<file path="config.mk">
export PLATFORM = sky130hd
export DESIGN_NAME = spi_master_transaction
export DESIGN_NICKNAME = d
export VERILOG_FILES = /design/src/rtl/spi_pkg.sv /design/src/rtl/spi_master_baud.sv /design/src/rtl/spi_master_transaction.sv
export SDC_FILE = /design/constraint.sdc
export NUM_CORES = 1
export LEC_CHECK = 0
export ABC_CLOCK_PERIOD_IN_PS = 2600
export CAP_MARGIN = 10
export CORE_MARGIN = 10
export CORE_UTILIZATION = 35
export CTS_CLUSTER_DIAMETER = 30
export DETAILED_ROUTE_END_ITERATION = 10
export DONT_BUFFER_PORTS = 1
export SYNTH_ARGS = -nofsm -noshare
export SYNTH_HDL_FRONTEND = slang
export SYNTH_HIERARCHICAL = 1
export SYNTH_SLANG_ARGS = --single-unit
export TNS_END_PERCENT = 20
</file>
<file path="constraint.sdc">
create_clock -name SPI_MASTER_CLOCK_50 -period 2.6 [get_ports SPI_MASTER_CLOCK_50]
set_input_delay 0.26 -clock SPI_MASTER_CLOCK_50 [delete_from_list [all_inputs] [get_ports SPI_MASTER_CLOCK_50]]
set_output_delay 0.26 -clock SPI_MASTER_CLOCK_50 [all_outputs]
set_load 0.02 [all_outputs]
</file>
<file path="src/rtl/spi_pkg.sv">
// Shared SPI definitions: master FSM encoding, mode constants, defaults and the
// command codes understood by the slave-side message interpreter.
package spi_pkg;

  typedef enum logic [2:0] {
    ST_IDLE,
    ST_SETUP,
    ST_LOW,
    ST_HIGH,
    ST_GAP,
    ST_HOLD,
    ST_DONE
  } spi_state_e;

  // Mode 0: SCK idles low, data sampled on the rising edge.
  localparam logic SPI_CPOL = 1'b0;
  localparam logic SPI_CPHA = 1'b0;

  localparam int SPI_BYTE_W            = 8;
  localparam int SPI_CLK_DIV_DEFAULT   = 25;
  localparam int SPI_MAX_BYTES_DEFAULT = 3;

  localparam logic [7:0] SPI_CMD_NOP         = 8'h00;
  localparam logic [7:0] SPI_CMD_READ_STATUS = 8'h12;
  localparam logic [7:0] SPI_CMD_READ_IMU    = 8'h21;
  localparam logic [7:0] SPI_CMD_READ_ENC    = 8'h22;
  localparam logic [7:0] SPI_CMD_SET_MOTOR   = 8'h30;
  localparam logic [7:0] SPI_CMD_ECHO        = 8'hF0;

  function automatic logic [1:0] clamp_nbytes(input logic [1:0] nb, input int max_b);
    if (int'(nb) > max_b) return 2'(max_b);
    return nb;
  endfunction

endpackage

</file>
<file path="src/rtl/spi_master_baud.sv">
// Half-period tick generator: pulses tick every CLK_DIV clocks, restartable by clr.
module spi_master_baud #(
  parameter int CLK_DIV = 25
) (
  input  logic clk,
  input  logic rst,
  input  logic clr,
  output logic tick
);

  localparam int CW = $clog2(CLK_DIV + 1);

  logic [CW-1:0] cnt_q, cnt_d;

  always_comb begin
    tick  = (cnt_q == CW'(CLK_DIV - 1));
    cnt_d = cnt_q + 1'b1;
    if (clr || tick) cnt_d = '0;
  end

  always_ff @(posedge clk or posedge rst) begin
    if (rst) cnt_q <= '0;
    else     cnt_q <= cnt_d;
  end

endmodule

</file>
<file path="src/rtl/spi_master_transaction.sv">
// Mode-0 SPI master: one command byte out, then 0..MAX_BYTES response bytes in,
// framed by a single SS low period.
module spi_master_transaction
  import spi_pkg::*;
#(
  parameter int DATAWIDTH_BUS = SPI_BYTE_W,
  parameter int CLK_DIV       = SPI_CLK_DIV_DEFAULT,
  parameter int MAX_BYTES     = SPI_MAX_BYTES_DEFAULT
) (
  input  logic                             SPI_MASTER_CLOCK_50,
  input  logic                             SPI_MASTER_RESET_InHigh,
  input  logic                             SPI_MASTER_START_In,
  input  logic [DATAWIDTH_BUS-1:0]         SPI_MASTER_CMD_InBus,
  input  logic [1:0]                       SPI_MASTER_NBYTES_InBus,
  input  logic                             SPI_MASTER_MISO_In,
  output logic                             SPI_MASTER_SCK_Out,
  output logic                             SPI_MASTER_MOSI_Out,
  output logic                             SPI_MASTER_SS_OutLow,
  output logic                             SPI_MASTER_BUSY_Out,
  output logic                             SPI_MASTER_DONE_Out,
  output logic [MAX_BYTES*DATAWIDTH_BUS-1:0] SPI_MASTER_DATA_OutBus
);

  localparam int RXW = MAX_BYTES * DATAWIDTH_BUS;
  localparam int BCW = $clog2(DATAWIDTH_BUS);
  localparam int DW  = DATAWIDTH_BUS;

  spi_state_e         state_q, state_d;
  logic [DW-1:0]      shift_q, shift_d;
  logic [RXW-1:0]     rx_q, rx_d;
  logic [RXW-1:0]     data_q, data_d;
  logic [BCW-1:0]     bit_q, bit_d;
  logic [1:0]         left_q, left_d;
  logic               resp_q, resp_d;
  logic               gap_half_q, gap_half_d;

  logic baud_clr, tick;
  logic sck_c, mosi_c, ss_n_c, busy_c, done_c;

  spi_master_baud #(.CLK_DIV(CLK_DIV)) u_baud (
    .clk  (SPI_MASTER_CLOCK_50),
    .rst  (SPI_MASTER_RESET_InHigh),
    .clr  (baud_clr),
    .tick (tick)
  );

  always_comb begin
    state_d    = state_q;
    shift_d    = shift_q;
    rx_d       = rx_q;
    data_d     = data_q;
    bit_d      = bit_q;
    left_d     = left_q;
    resp_d     = resp_q;
    gap_half_d = gap_half_q;
    baud_clr   = 1'b0;
    sck_c      = SPI_CPOL;
    mosi_c     = 1'b0;
    ss_n_c     = 1'b0;
    busy_c     = 1'b1;
    done_c     = 1'b0;

    case (state_q)
      ST_IDLE: begin
        ss_n_c   = 1'b1;
        busy_c   = 1'b0;
        baud_clr = 1'b1;
        if (SPI_MASTER_START_In) begin
          state_d    = ST_SETUP;
          shift_d    = SPI_MASTER_CMD_InBus;
          rx_d       = '0;
          bit_d      = '0;
          left_d     = clamp_nbytes(SPI_MASTER_NBYTES_InBus, MAX_BYTES);
          resp_d     = 1'b0;
          gap_half_d = 1'b0;
        end
      end
      ST_SETUP: begin
        mosi_c = shift_q[DW-1];
        if (tick) state_d = ST_HIGH;
      end
      ST_HIGH: begin
        sck_c  = 1'b1;
        mosi_c = shift_q[DW-1];
        if (tick) begin
          if (bit_q != BCW'(DW - 1)) begin
            state_d = ST_LOW;
            bit_d   = bit_q + 1'b1;
            shift_d = {shift_q[DW-2:0], 1'b0};
          end else if (left_q != 2'd0) begin
            // Every byte after the command is a response byte clocking out 0x00.
            state_d = ST_GAP;
            bit_d   = '0;
            left_d  = left_q - 2'd1;
            shift_d = '0;
            resp_d  = 1'b1;
          end else begin
            state_d = ST_HOLD;
          end
        end
      end
      ST_LOW: begin
        mosi_c = shift_q[DW-1];
        if (tick) state_d = ST_HIGH;
      end
      ST_GAP: begin
        mosi_c = shift_q[DW-1];
        if (tick) begin
          gap_half_d = ~gap_half_q;
          if (gap_half_q) state_d = ST_HIGH;
        end
      end
      ST_HOLD: begin
        if (tick) begin
          state_d = ST_DONE;
          data_d  = rx_q;
        end
      end
      ST_DONE: begin
        ss_n_c   = 1'b1;
        busy_c   = 1'b0;
        done_c   = 1'b1;
        baud_clr = 1'b1;
        state_d  = ST_IDLE;
      end
      default: begin
        state_d = ST_IDLE;
      end
    endcase

    // MISO is captured on the clock SCK rises; command-byte bits are dropped.
    if (tick && resp_q && state_d == ST_HIGH && state_q != ST_HIGH)
      rx_d = {rx_q[RXW-2:0], SPI_MASTER_MISO_In};
  end

  always_ff @(posedge SPI_MASTER_CLOCK_50 or posedge SPI_MASTER_RESET_InHigh) begin
    if (SPI_MASTER_RESET_InHigh) begin
      state_q    <= ST_IDLE;
      shift_q    <= '0;
      rx_q       <= '0;
      data_q     <= '0;
      bit_q      <= '0;
      left_q     <= '0;
      resp_q     <= 1'b0;
      gap_half_q <= 1'b0;
    end else begin
      state_q    <= state_d;
      shift_q    <= shift_d;
      rx_q       <= rx_d;
      data_q     <= data_d;
      bit_q      <= bit_d;
      left_q     <= left_d;
      resp_q     <= resp_d;
      gap_half_q <= gap_half_d;
    end
  end

  // Reset forces the idle levels combinationally so they apply in the same cycle.
  assign SPI_MASTER_SCK_Out     = SPI_MASTER_RESET_InHigh ? SPI_CPOL : sck_c;
  assign SPI_MASTER_MOSI_Out    = SPI_MASTER_RESET_InHigh ? 1'b0     : mosi_c;
  assign SPI_MASTER_SS_OutLow   = SPI_MASTER_RESET_InHigh ? 1'b1     : ss_n_c;
  assign SPI_MASTER_BUSY_Out    = SPI_MASTER_RESET_InHigh ? 1'b0     : busy_c;
  assign SPI_MASTER_DONE_Out    = SPI_MASTER_RESET_InHigh ? 1'b0     : done_c;
  assign SPI_MASTER_DATA_OutBus = data_q;

endmodule

</file>
# Word level (Yosys, flattened, before mapping)

Index checks and enable logic that the tools add are counted.

Add/sub/neg operators: 3
Eq/ne operators: 16
Muxes and demuxes: 45
Bitwise logic cells: 1
Reduce and logical (&&, ||, !) cells: 18

Operator list:

| operator                                       | number |
|---|---|
| two-way mux 24 bit                             | 3 |
| two-way mux 3 bit                              | 11 |
| two-way mux 8 bit                              | 4 |
| two-way mux 1 bit                              | 16 |
| one-hot mux 8 bit (2 select lines)             | 1 |
| one-hot mux 3 bit (5 select lines)             | 1 |
| inequality test 2 bit (second input constant)  | 5 |
| nonzero test 2 bit                             | 5 |
| == test 3 x 2 -> 1 bit (second input constant) | 3 |
| == test 3 bit (second input constant)          | 3 |
| two-way mux 2 bit                              | 4 |
| inequality test 3 bit (second input constant)  | 2 |
| one-hot mux 3 bit (2 select lines)             | 1 |
| adder 5 x 1 -> 5 bit (second input constant)   | 1 |
| == test 5 bit (second input constant)          | 1 |
| two-way mux 5 bit                              | 1 |
| AND reduction 5 bit                            | 1 |
| one-hot mux 1 bit (2 select lines)             | 2 |
| one-hot mux 2 bit (2 select lines)             | 1 |
| AND reduction 2 bit                            | 2 |
| AND reduction 4 bit                            | 1 |
| OR reduction 2 bit                             | 2 |
| OR reduction 4 bit                             | 1 |
| adder 3 x 1 -> 3 bit (second input constant)   | 1 |
| 8 further kinds                                | 10 |

Bits in registers: 71
Input port bits: 14
Output and inout port bits: 29

# Logic depth before layout (Yosys ltp)

Gate-level depths: netlist (run 1).

Depth after elaboration: 10
Gate-level depth with buffers: 12
Depth with buffers taken out: 8

# Modules after synthesis

The synthesis (run 1) kept the hierarchy.

By module, submodules not included:

| module                 | times used | cells an instance | area each (um2) | seq. area each (um2) |
|---|---|---|---|---|
| spi_master_transaction | 1          | 300               | 2989.1          | 1651.6 |
| spi_master_baud        | 1          | 24                | 299.0           | 125.1 |

# Least setup slack after synthesis (run 1)

OpenSTA, ideal clock, no wires.

Kind: input to output
From: in SPI_MASTER_RESET_InHigh
To: out SPI_MASTER_MOSI_Out
Arrival: 2.107 ns
Required time: 2.340 ns
Setup slack: 0.233 ns
Cell stages on the path: 2
Path buffers: 0
Cell sequence: inv_1 and3_1

Longest elaborated chain between the ends: 1

RTL lines:

| what              | line                          | text |
|---|---|---|
| start, declared   | spi_master_transaction.sv:11  | `input logic SPI_MASTER_RESET_InHigh,` |
| two-way mux 1 bit | spi_master_transaction.sv:160 | `assign SPI_MASTER_MOSI_Out = SPI_MASTER_RESET_InHigh ? 1'b0 : mosi_c;` |
| end, declared     | spi_master_transaction.sv:17  | `output logic SPI_MASTER_MOSI_Out,` |

No other way between the ends.

# Worst setup path after layout (run 1)

From: reg state_q[1]
To: out SPI_MASTER_BUSY_Out

Longest elaborated chain between the ends: 4

RTL lines:

| what                                               | line                          | text |
|---|---|---|
| start, declared                                    | spi_master_transaction.sv:28  | `spi_state_e state_q, state_d;` |
| start signal, assigned                             | spi_master_transaction.sv:147 | `state_q <= state_d;` |
| == test 3 bit or logical NOT 3 bit (tied branches) | spi_master_transaction.sv:63  | `case (state_q)` |
| OR reduction 2 bit (no line) *                     | n/a                           |  |
| two-way mux 1 bit *                                | spi_master_transaction.sv:63  |  |
| two-way mux 1 bit *                                | spi_master_transaction.sv:162 | `assign SPI_MASTER_BUSY_Out = SPI_MASTER_RESET_InHigh ? 1'b0 : busy_c;` |
| end, declared                                      | spi_master_transaction.sv:19  | `output logic SPI_MASTER_BUSY_Out,` |

Every way passes the cells marked *; elsewhere a longest branch is shown, timed or not.

==> results of run 1 <==
-- layer usage --
layer	vias to the layer above	track usage, %
met3	6	4.18
met2	28	15.4
li1	1077	-
met5	-	0
met1	1026	11.4
met4	0	5.52
-- registers in the layout (all words and copies together) (netlist names) --
register / flops
bit_q: 3
rx_q: 24
u_baud/cnt_q: 5
left_q: 2
gap_half_q: 1
SPI_MASTER_DATA_OutBus: 24
shift_q: 8
state_q: 3
resp_q: 1
-- power breakdown --
part / total [mW] / switching, mW / internal (mW)
clock: 0.809 / 0.434 / 0.376
sequential: 1.29 / 0.0822 / 1.21
combinational: 0.329 / 0.179 / 0.150
total: 2.43 / 0.695 / 1.74
-- cells in the mapped netlist (3+ instances only) --
cell type / n / share of area [%]
a21oi_1: 18 / 2.7
buf_2: 5 / 0.76
clkbuf_1: 8 / 0.91
dfrtp_1: 71 / 54
ha_1: 6 / 2.3
inv_1: 35 / 4.0
mux2i_1: 26 / 7.9
nand2_1: 55 / 6.3
nand3_1: 5 / 0.76
nor2_1: 9 / 1.0
nor3_1: 6 / 0.91
nor3b_1: 6 / 1.4
o21ai_0: 29 / 4.4
o21ai_1: 3 / 0.46
o21bai_1: 3 / 0.68
-- through the flow --
step | setup WS (ns) | hold WS [ns] | instances | total power, mW | util, %
after floorplan | 0.233 | 0.0385 | 324 | 1.57 | -
after global placement | 0.395 | 0.0612 | 423 | 1.63 | 36.6
after detailed placement | 0.306 | 0.0613 | 423 | 1.65 | 36.6
after CTS | 0.188 | 0.0323 | 440 | 2.47 | 38.7
after global routing | 0.0112 | 0.0392 | 440 | 2.59 | 38.7
final | 0.196 | 0.0381 | 440 | 2.43 | 38.7
-- repair_timing --
action | CTS | global route
hold buffers | 1 | 0
endpoints found under the setup margin | 0 | 0
endpoints found under the hold margin | 5 | 0
-- layout make-up --
class,instances,share of cell area (%)
multi-input combinational,198,35.1
sequential,71,49.9
clock inverter,6,1.20
clock buffer,10,3.87
inverter,35,3.69
timing repair buffer,9,2.32
tap,111,3.90
-- cells in the final DEF (no fill, tap or decap), types with 5 or more instances in the layout --
cell type / instances
a21oi_1: 18
buf_4: 7
clkbuf_8: 10
dfrtp_1: 71
ha_1: 6
inv_1: 34
mux2i_1: 26
nand2_1: 55
nand3_1: 5
nor2_1: 9
nor3_1: 6
nor3b_1: 6
o21ai_0: 29
-- worst reg2reg max path: cells and delay by family (launching register included) --
family,cells,cell delay (ns)
adders and majority gates,1,0.18
AOI/OAI and AO/OA,2,0.51
buffers and inverters,2,0.28
and+or+nand+nor,2,0.63
DFF,1,0.42
muxes,1,0.21
-- logic make-up (layout without fill, tap and decap cells) --
| kind of cell | count (synthesis) | after routing | synth area share [%] |
|---|---|---|---|
| DFF | 71 | 71 | 54.0 |
| buffers and inverters | 55 | 60 | 8.03 |
| xor gates and xnor gates | 2 | 2 | 0.533 |
| AOI/OAI and AO/OA | 62 | 62 | 10.6 |
| adders and majority gates | 6 | 6 | 2.28 |
| and+or+nand+nor | 100 | 100 | 15.9 |
| muxes | 28 | 28 | 8.60 |
-- final timing paths --
path                                                  start                     end  slack [ns]  cells past startpoint
min in group SPI_MASTER_CLOCK_50    SPI_MASTER_CMD_InBus[0]  shift_q[0]$_DFFE_PP0P_        0.05                      2
worst max register to register    u_baud/cnt_q[0]$_DFF_PP0_     rx_q[3]$_DFFE_PP0P_        0.30                      8
worst min register to register           resp_q$_DFFE_PP0P_      resp_q$_DFFE_PP0P_        0.50                      1
worst min-delay path                SPI_MASTER_RESET_InHigh  shift_q[7]$_DFFE_PP0P_        0.04                      2
worst max-delay path                   state_q[1]$_DFF_PP0_     SPI_MASTER_BUSY_Out        0.20                      4
max in group asynchronous           SPI_MASTER_RESET_InHigh    rx_q[22]$_DFFE_PP0P_        2.00                      2
==> results by group, run 1 <==
Run status
  – Status: complete, no violations

Critical path
  – CP max FO: 12
  – Startpoint class of the critical path: register
  – WP buf/inv: 1
  – CP max stage delay: between 0.6 and 0.7 ns
  – Worst path slowest cell: nor3_1
  – Crit Path Class: register to primary output
  – Crit path required time: about 2.3 ns
  – Crit-path cells: nor2b_1, nor3_1, or2_2, inv_1
  – Critical Path AT: approximately 2.1 ns
  – Crit path max-delay family: simple AND/OR/NAND/NOR gates
  – Endpoint class of the critical path: primary output

Placed design
  – DP Area: 0.00337 sq mm
  – Detail Placement HPWL: ~4300 um
  – Final GP Congestion: roughly 0.80
  – Port Buffers: 0

Synth
  – Primary FF master, synth: dfrtp_1
  – Unique cell type count in the Yosys netlist: 40
  – Post-synth EDFFs: 0
  – Avg Inst Size Synth: between 10 and 15 sq um
  – FFs w/ async S/R, synth: between 90% and 100%
  – Synth Instances: about 320
  – Yosys reg bits: 71
  – Syn_nets: approximately 340
  – Ys Warns: 6
  – Cell Area, Synth: between 0.003 and 0.004 sq mm
  – Sequential area share after synthesis: between 50 and 60%

Flow run
  – Number of max-cap violations: 0

Finish
  – Design area: 0.00356 sq mm
  – Seq. cell area: between 0.0015 and 0.002 sq mm
  – Layout area overhead: 8.18%
  – Share of cells above drive strength 1: a little over a tenth
  – Fillcell total: 926
  – Area of the multi-input gates: roughly 0.0012 sq mm
  – Nets: 344
  – Number of antenna repair diodes: 0

Global route
  – GRT Resource Usage Total: approximately 9.9%
  – Largest net degree at the start of global routing: 67
  – Antenna violations before repair: 0
  – Vias in the first global route: about 2.2k
  – Gr ovfl total: 0
  – First-pass GRT wire length: 10700 um

STA
  – Max Freq: roughly 0.42 GHz
  – Fin crit share: between 90% and 100%
  – Slew HR: between 40% and 50%
  – RSZ-0062 raised after global routing: no
  – Final setup viols: 0
  – Clock skew: between 0.01 and 0.015 ns
  – Final worst path period need: 2.40 ns
  – Pins Over Slew Limit: 0
  – Setup_tns: 0 ns
  – Slew at the pin with the worst max-slew slack: approximately 0.83 ns
  – Hold Vio Cnt, Final: 0

CTS
  – CTS clk-pin slew, worst paths: ~0.08 ns
  – Clk sinks: between 70 and 80
  – Postcts setup bufs: 0
  – Num CTS Buffers: 9
  – Clk buf depth: 2
  – Clk root buf: clkbuf_8
  – H-tree levels: 3
  – Clock Latency Late Sink: 0.34 ns
  – CTS tree: yes
  – Post-CTS Resized: 0

Detailed routing
  – DR top layer: met4
  – Wirelength, routed: 6210 um
  – Post-route DRC: 0
  – Drt via density: between 4 and 5
  – Met2 wire length: between 2000 and 3000 um
  – Remaining antenna violation count: 0
  – Wire length per cell: 14.1 um
  – Met1 Wirelength: about 2700 um
  – 1st-iter DRT viols: 72
  – 1st-pass router iterations: 4
  – Routed wl met3: 395 um
  – Via count: between 2k and 2.5k

Floorplan
  – Row count: 35
  – Full die area: about 0.014 sq mm
  – Die Width: between 100 and 150 um
  – Initial Util: a little over a third
  – Die Ht: 117 um
  – Core area: approximately 0.009 sq mm
  – I/O Pins: 43

Pwr
  – Static Leakage: ~1.5 nW
  – P per Cell Area: between 600 and 700 mW/mm^2
  – Worst vdd ir: a little under 300 uV

Min path
  – Hold WC Path Type: input port to asynchronous set/reset pin
Power figures use the tool's default switching activity.
==> run 2: changes to the inputs <==
--- a/config.mk
+++ b/config.mk
@@ -5,7 +5,7 @@
 export SDC_FILE = /design/constraint.sdc
 export NUM_CORES = 1
 export LEC_CHECK = 0
-export ABC_CLOCK_PERIOD_IN_PS = 2600
+export ABC_CLOCK_PERIOD_IN_PS = 2900
 export CAP_MARGIN = 10
 export CORE_MARGIN = 10
 export CORE_UTILIZATION = 35
==> constraint.sdc (replaced) <==
create_clock -name SPI_MASTER_CLOCK_50 -period 2.9 [get_ports SPI_MASTER_CLOCK_50]
set_input_delay 0.29 -clock SPI_MASTER_CLOCK_50 [delete_from_list [all_inputs] [get_ports SPI_MASTER_CLOCK_50]]
set_output_delay 0.29 -clock SPI_MASTER_CLOCK_50 [all_outputs]
set_load 0.02 [all_outputs]
==> run 2 against run 1 <==
Clock power up 11%. Sequential power down 10%. Sequential cell count is the same. Total power fell by 3.0%. Utilization increased by 0.45 points.
==> results by group, run 2 (synthesized netlist as in run 1, its figures left out) <==
Run status
  – Status: complete, no violations

Finish
  – Nets: 343 (-0.29%)
  – Layout area overhead: 9.44%
  – Finished Core Util: 39.1% (+0.45 points)
  – Number of antenna repair diodes: 0 (unchanged)
  – Share of cells above drive strength 1: 10.4% (-0.27 points)
  – Commonest non-fill, non-tap cells in the layout: dfrtp_1 (71), nand2_1 (55), inv_1 (34)
  – Fillcell total: 914 (-1.3%)
  – Non-Filler Instances: 439 (-0.23%)
  – Commonest non-fill, non-tap cell in the layout: dfrtp_1

CTS
  – CTS clk-pin slew, worst paths: 0.08 ns (about the same)
  – Post-CTS Resized: 0 (unchanged)
  – Num CTS Buffers: 9 (unchanged)
  – H-tree levels: 3 (unchanged)
  – Clk sinks: 71 (unchanged)
  – Clk root buf: clkbuf_8
  – Clock Latency Late Sink: 0.34 ns (about the same)
  – Clk buf depth: 2 (unchanged)
  – CTS tree: yes

STA
  – Hold Vio Cnt, Final: 0 (unchanged)
  – Max Freq: 0.390 GHz
  – Slew at the pin with the worst max-slew slack: 0.733 ns (-0.0994 ns)
  – RSZ-0062 raised after global routing: no
  – Fin worst setup slack: 0.335 ns (+0.140 ns)
  – Clock skew: 0.0141 ns (+0.00374 ns)
  – Final worst path period need: roughly 2.6 ns
  – Slew HR: 51.1% (+6.6 points)
  – Pins Over Slew Limit: 0 (unchanged)
  – Final setup viols: 0 (unchanged)
  – Setup_tns: 0 ns (unchanged)
  – Hold WS: 0.0770 ns (+0.0390 ns)
  – Fin crit share: between 80 and 90%

Detailed routing
  – Wire length per cell: 14.4 um (+2.2%)
  – Drt via density: 5.00 (+2.9%)
  – 1st-pass router iterations: 4 (unchanged)
  – Via count: 2193 (+2.6%)
  – 1st-iter DRT viols: 107 (+49%)
  – Post-route DRC: 0 (unchanged)
  – Wirelength, routed: 6330 um (+2.0%)
  – Remaining antenna violation count: 0 (unchanged)

Global route
  – Antenna violations before repair: 0 (unchanged)
  – Vias in the first global route: 2209 (+0.45%)
  – First-pass GRT wire length: 10700 um (-0.13%)
  – Largest net degree at the start of global routing: 48 (-28%)
  – GRT Resource Usage Total: 9.83% (-0.11 points)
  – Gr ovfl total: 0 (unchanged)

Pwr
  – P per Cell Area: 655 mW/mm^2 (-4.1%)
  – Static Leakage: 1.52 nW (+1.2%)
  – Worst vdd ir: 295 uV (+2.3%)

Floorplan
  – I/O Pins: 43 (unchanged)
  – Core area: 0.00920 sq mm (unchanged)
  – Die Width: 117 um (unchanged)
  – Die Ht: 117 um (unchanged)
  – Initial Util: 35.8% (unchanged)
  – Row count: 35 (unchanged)
  – Full die area: 0.0137 sq mm (unchanged)

Placed design
  – Detail Placement HPWL: 4290 um (+0.33%)
  – DP Worst Slack: 0.373 ns (+0.0678 ns)
  – Placed cell count: 422 (-0.24%)
  – Final GP Congestion: 0.808 (+1.1%)
  – Port Buffers: 0 (unchanged)

Min path
  – Hold WC Path Type: input port to register
  – Hold Crit Depth: 2
  – HP Start: SPI_MASTER_MISO_In
  – WHS Endpoint: rx_q[0]$_DFFE_PP0P_

Critical path
  – R2R Setup Slk: 0.34 ns (+0.04 ns)
  – Critical Path AT: 2.83 ns (+0.69 ns)
  – Reg-to-reg endpoint: rx_q[8]$_DFFE_PP0P_
  – Startpoint class of the critical path: register
  – Crit Path Class: register to register
  – Critical R2R Launch: u_baud/cnt_q[0]$_DFF_PP0_
  – Endpoint class of the critical path: register
  – Crit path required time: 3.16 ns (+0.82 ns)
  – CP max FO: 24 (+12)
  – Worst r2r path cells: 9 (+1)

Flow run
  – Number of max-cap violations: 0 (unchanged)
[run 2: cell types whose count changed in the layout (fill, tap and decap cells not counted), sizes merged]
cell | previous run | this run
buf | 8 | 7
bufinv | 0 | 2
clkbuf | 10 | 9
clkinvlp | 2 | 1
[run 2: power by group]
group	switching [mW]	total, mW	leakage (nW)	internal, mW
clock network	0.401	0.897	0.112	0.496
logic	0.169	0.304	0.456	0.135
registers	0.0712	1.16	0.953	1.09
total	0.642	2.36	1.52	1.72
[run 2: final cells by class]
cell class / count / area [sq um] / area share [%]
flip-flops and latches: 71 / 1780 / 49.4
clock buffers: 9 / 124 / 3.44
inverters: 35 / 131 / 3.65
multi-input cells: 198 / 1250 / 34.7
well taps: 111 / 139 / 3.86
repair buffers: 8 / 75.1 / 2.09
clock inverters: 7 / 105 / 2.92
[run 2: layer usage]
layer | up-vias | wire length, um | GRT usage, %
li1 | 1072 | - | -
met1 | 1069 | 2720 | 11.4
met2 | 43 | 3090 | 15.7
met3 | 9 | 417 | 3.82
met4 | 0 | 105 | 4.53
met5 | - | 0 | 0
[run 2: worst max path at each step]
| stage | start | to | slack, ns |
|---|---|---|---|
| final | u_baud/cnt_q[0]$_DFF_PP0_ | rx_q[8]$_DFFE_PP0P_ | 0.34 |
| after global routing | u_baud/cnt_q[0]$_DFF_PP0_ | rx_q[15]$_DFFE_PP0P_ | 0.14 |
| after global placement | u_baud/cnt_q[0]$_DFF_PP0_ | rx_q[20]$_DFFE_PP0P_ | 0.49 |
| after floorplan | SPI_MASTER_RESET_InHigh | SPI_MASTER_MOSI_Out | 0.47 |
| after CTS | u_baud/cnt_q[0]$_DFF_PP0_ | rx_q[8]$_DFFE_PP0P_ | 0.33 |
| after detailed placement | u_baud/cnt_q[0]$_DFF_PP0_ | rx_q[15]$_DFFE_PP0P_ | 0.37 |
[run 2: stage by stage]
stage	power, mW	cell area [sq um]
after floorplan	1.41	3290
after global placement	1.46	3360
after detailed placement	1.48	3360
after CTS	2.39	3600
after global routing	2.49	3600
final	2.36	3600
[run 2: timing repair]
action | 4_1_cts | 5_1_grt
setup buffers | 0 | 0
hold buffers | 1 | 0
endpoints found under the hold margin | 25 | 0
[run 2: critical path, stage by stage, from the launching register on]
cell and delay [ns]:
dfrtp_1 0.43, inv_1 0.08, ha_1 0.14, and4b_1 0.68
o21a_1 0.21, o21ai_0 0.07, a21oi_1 0.17, and4b_1 0.27
buf_12 0.22, mux2i_1 0.22
==> run 3: changes to the inputs <==
--- a/config.mk
+++ b/config.mk
@@ -7,11 +7,13 @@
 export LEC_CHECK = 0
 export ABC_CLOCK_PERIOD_IN_PS = 2900
 export CAP_MARGIN = 10
+export CORE_ASPECT_RATIO = 1.5
 export CORE_MARGIN = 10
 export CORE_UTILIZATION = 35
 export CTS_CLUSTER_DIAMETER = 30
 export DETAILED_ROUTE_END_ITERATION = 10
 export DONT_BUFFER_PORTS = 1
+export GPL_TIMING_DRIVEN = 0
 export SYNTH_ARGS = -nofsm -noshare
 export SYNTH_HDL_FRONTEND = slang
 export SYNTH_HIERARCHICAL = 1
==> run 3 against run 2 <==
The flow now finishes with violations (hold timing). Critical path depth increased by 3. Combinational power grew 2%. Maximum frequency up 5.0%. Register-to-register slack improved by 0.12 ns. Global-route usage up 0.96 points. Worst hold slack worse by 0.082 ns. Routed wire length up 13%. Cell count up 3.2%. Via count grew 1.6%. Sequential cell count unchanged. Setup slack improved by 0.12 ns. Largest cell class unchanged. Highest routed layer unchanged.
==> results by group, run 3 (synthesized netlist as in run 1, its figures left out) <==
Global route
  – First-pass GRT wire length: 11800 um (+11%)
  – Gr ovfl total: 0 (unchanged)
  – Top Usage Layer GRT: met2
  – GR met2 Demand/Resource: 18.0% (+2.3 points)
  – Met3 usage: 4.89% (+1.1 points)
  – Vias in the first global route: 2244 (+1.6%)
  – Antenna violations before repair: 0 (unchanged)
  – Met1 Use GR: 11.2% (-0.19 points)
  – Largest net degree at the start of global routing: 68 (+42%)
  – GRT Resource Usage Total: 10.8% (+0.96 points)

Placed design
  – Detail Placement HPWL: 4960 um (+16%)
  – Port Buffers: 0 (unchanged)
  – DP Worst Slack: 0.441 ns (+0.0677 ns)
  – Final GP Congestion: 0.750 (-7.2%)
  – DP Area: 0.00343 sq mm (+2.1%)
  – Placed cell count: 436 (+3.3%)

Pwr
  – Sw frac: 26.6% (-0.64 points)
  – Internal power: 1.82 mW (+6.0%)
  – Power share of the sequential group: 46.6% (-2.5 points)
  – Fraction of power consumed by the clock network: 40.9% (+2.8 points)
  – P_sw: 658 uW (+2.6%)
  – Total power: 2.48 mW (+5.0%)
  – Comb pwr share: 12.6% (-0.3 points)
  – Worst vdd ir: 458 uV (+55%)
  – Static Leakage: 1.58 nW (+4.0%)
  – P per Cell Area: 667 mW/mm^2 (+1.7%)

Floorplan
  – Row count: 43 (+23%)
  – Die Ht: 139 um (+19%)
  – Full die area: 0.0138 sq mm (+0.59%)
  – I/O Pins: 43 (unchanged)
  – Core area: 0.00920 sq mm (about the same)
  – Initial Util: 35.7% (about the same)
  – Die Width: 99.1 um (-15%)

Detailed routing
  – 1st-pass router iterations: 4 (unchanged)
  – Drt via density: 4.92 (-1.6%)
  – Remaining antenna violation count: 0 (unchanged)
  – Post-route DRC: 0 (unchanged)
  – Wire length per cell: 15.8 um (+9.4%)
  – Wirelength, routed: 7150 um (+13%)
  – 1st-iter DRT viols: 65 (-39%)
  – Via count: 2227 (+1.6%)

STA
  – Slew at the pin with the worst max-slew slack: 0.830 ns (+0.0975 ns)
  – Final setup viols: 0 (unchanged)
  – Fin crit share: 84.2% (-4.2 points)
  – Hold WS: -0.00470 ns (-0.0817 ns)
  – Slew HR: 44.7% (-6.5 points)
  – Clock skew: 0.00600 ns (-0.00812 ns)
  – Final worst path period need: 2.44 ns (-0.122 ns)
  – RSZ-0062 raised after global routing: no
  – Hold Vio Cnt, Final: 1 (+1)
  – Fin worst setup slack: 0.457 ns (+0.122 ns)
  – Setup_tns: 0 ns (unchanged)
  – Max Freq: 0.409 GHz (+5.0%)
  – Pins Over Slew Limit: 0 (unchanged)

Run status
  – Status: finished, violations left
  – Failing checks: hold timing

CTS
  – Post-CTS Resized: 0 (unchanged)
  – Clk buf depth: 2 (unchanged)
  – Clock Latency Late Sink: 0.33 ns (about the same)
  – Clk root buf: clkbuf_16
  – CTS tree: yes
  – Clk sinks: 71 (unchanged)
  – # hold bufs at CTS: 1 (unchanged)
  – CTS clk-pin slew, worst paths: 0.06 ns (-0.02 ns)
  – H-tree levels: 3 (unchanged)
  – Postcts setup bufs: 0 (unchanged)
  – Num CTS Buffers: 9 (unchanged)

Finish
  – Area of the multi-input gates: 0.00125 sq mm (unchanged)
  – Seq. cell area: 0.00178 sq mm (unchanged)
  – Design area: 0.00372 sq mm (+3.3%)
  – Layout area overhead: 13.0%
  – Number of antenna repair diodes: 0 (unchanged)
  – Fillcell total: 911 (-0.33%)
  – Commonest non-fill, non-tap cell in the layout: dfrtp_1
  – Share of cells above drive strength 1: 10.9% (+0.48 points)
  – Non-Filler Instances: 453 (+3.2%)
  – Finished Core Util: 40.4% (+1.3 points)
  – Commonest non-fill, non-tap cells in the layout: dfrtp_1 (71), nand2_1 (55), inv_1 (34)
  – Nets: 356 (+3.8%)

Critical path
  – Crit path required time: 3.15 ns (about the same)
  – Startpoint class of the critical path: register
  – Critical Path AT: 2.69 ns (-0.14 ns)
  – CP max FO: 10 (-58%)
  – Crit Path Class: register to register
  – Endpoint class of the critical path: register

Min path
  – Hold WC Path Type: input port to asynchronous set/reset pin

Flow run
  – Number of max-cap violations: 0 (unchanged)
## run 3: cell types whose count changed in the layout (fill, tap and decap cells not counted), moves of 2 or more
cell | previous run | this run
clkbuf_16 | 0 | 9
clkbuf_1 | 0 | 8
clkbuf_8 | 9 | 1
buf_2 | 0 | 5
buf_4 | 6 | 1
clkinv_2 | 0 | 4
buf_1 | 0 | 2
buf_6 | 0 | 2
bufinv_16 | 2 | 0
## run 3: layout make-up
cell class                 instances  share of cell area (%)
clock buffer                      10                    6.43
buffer                            20                    3.57
clock inverter                     6                   0.976
multi-input combinational        198                    33.6
timing repair buffer               1                   0.269
inverter                          35                    3.60
tap                              112                    3.77
sequential                        71                    47.8
## run 3: power by group through the flow
stage | registers [mW] | logic [mW] | clock network (mW)
after floorplan | 1.15 | 0.260 | 0
final | 1.15 | 0.311 | 1.01
after global routing | 1.17 | 0.351 | 1.09
after detailed placement | 1.17 | 0.314 | 0
after global placement | 1.16 | 0.300 | 0
after CTS | 1.16 | 0.316 | 1.04
## run 3: worst paths after layout
path                              cells past startpoint  slack, ns                 startpoint                                     end
setup / recovery                                     12       0.46  u_baud/cnt_q[0]$_DFF_PP0_                     rx_q[5]$_DFFE_PP0P_
hold / removal                                        1     -0.005    SPI_MASTER_RESET_InHigh                    state_q[1]$_DFF_PP0_
min in group SPI_MASTER_CLOCK_50                      2       0.09         SPI_MASTER_MISO_In                     rx_q[0]$_DFFE_PP0P_
hold reg to reg                                       1       0.51       rx_q[23]$_DFFE_PP0P_  SPI_MASTER_DATA_OutBus[23]$_DFFE_PP0P_
max in group asynchronous                             1       2.36    SPI_MASTER_RESET_InHigh                    bit_q[2]$_DFFE_PP0P_
setup reg to reg                                     12       0.46  u_baud/cnt_q[0]$_DFF_PP0_                     rx_q[5]$_DFFE_PP0P_
## run 3: critical path, cell delays in order, from the launching register on
cell     delay (ns)
dfrtp_1        0.42
inv_1          0.08
ha_1           0.15
and4b_1        0.22
buf_6          0.16
buf_2          0.23
o21a_1         0.14
o21ai_0        0.06
a21oi_1        0.17
and4b_1        0.23
buf_6          0.15
buf_12         0.15
mux2i_1        0.19
## run 3: routing by layer
layer	routed length, um	vias to the layer above
li1	-	1102
met1	2930	1080
met2	3590	39
met3	484	6
met4	136	0
met5	0	-
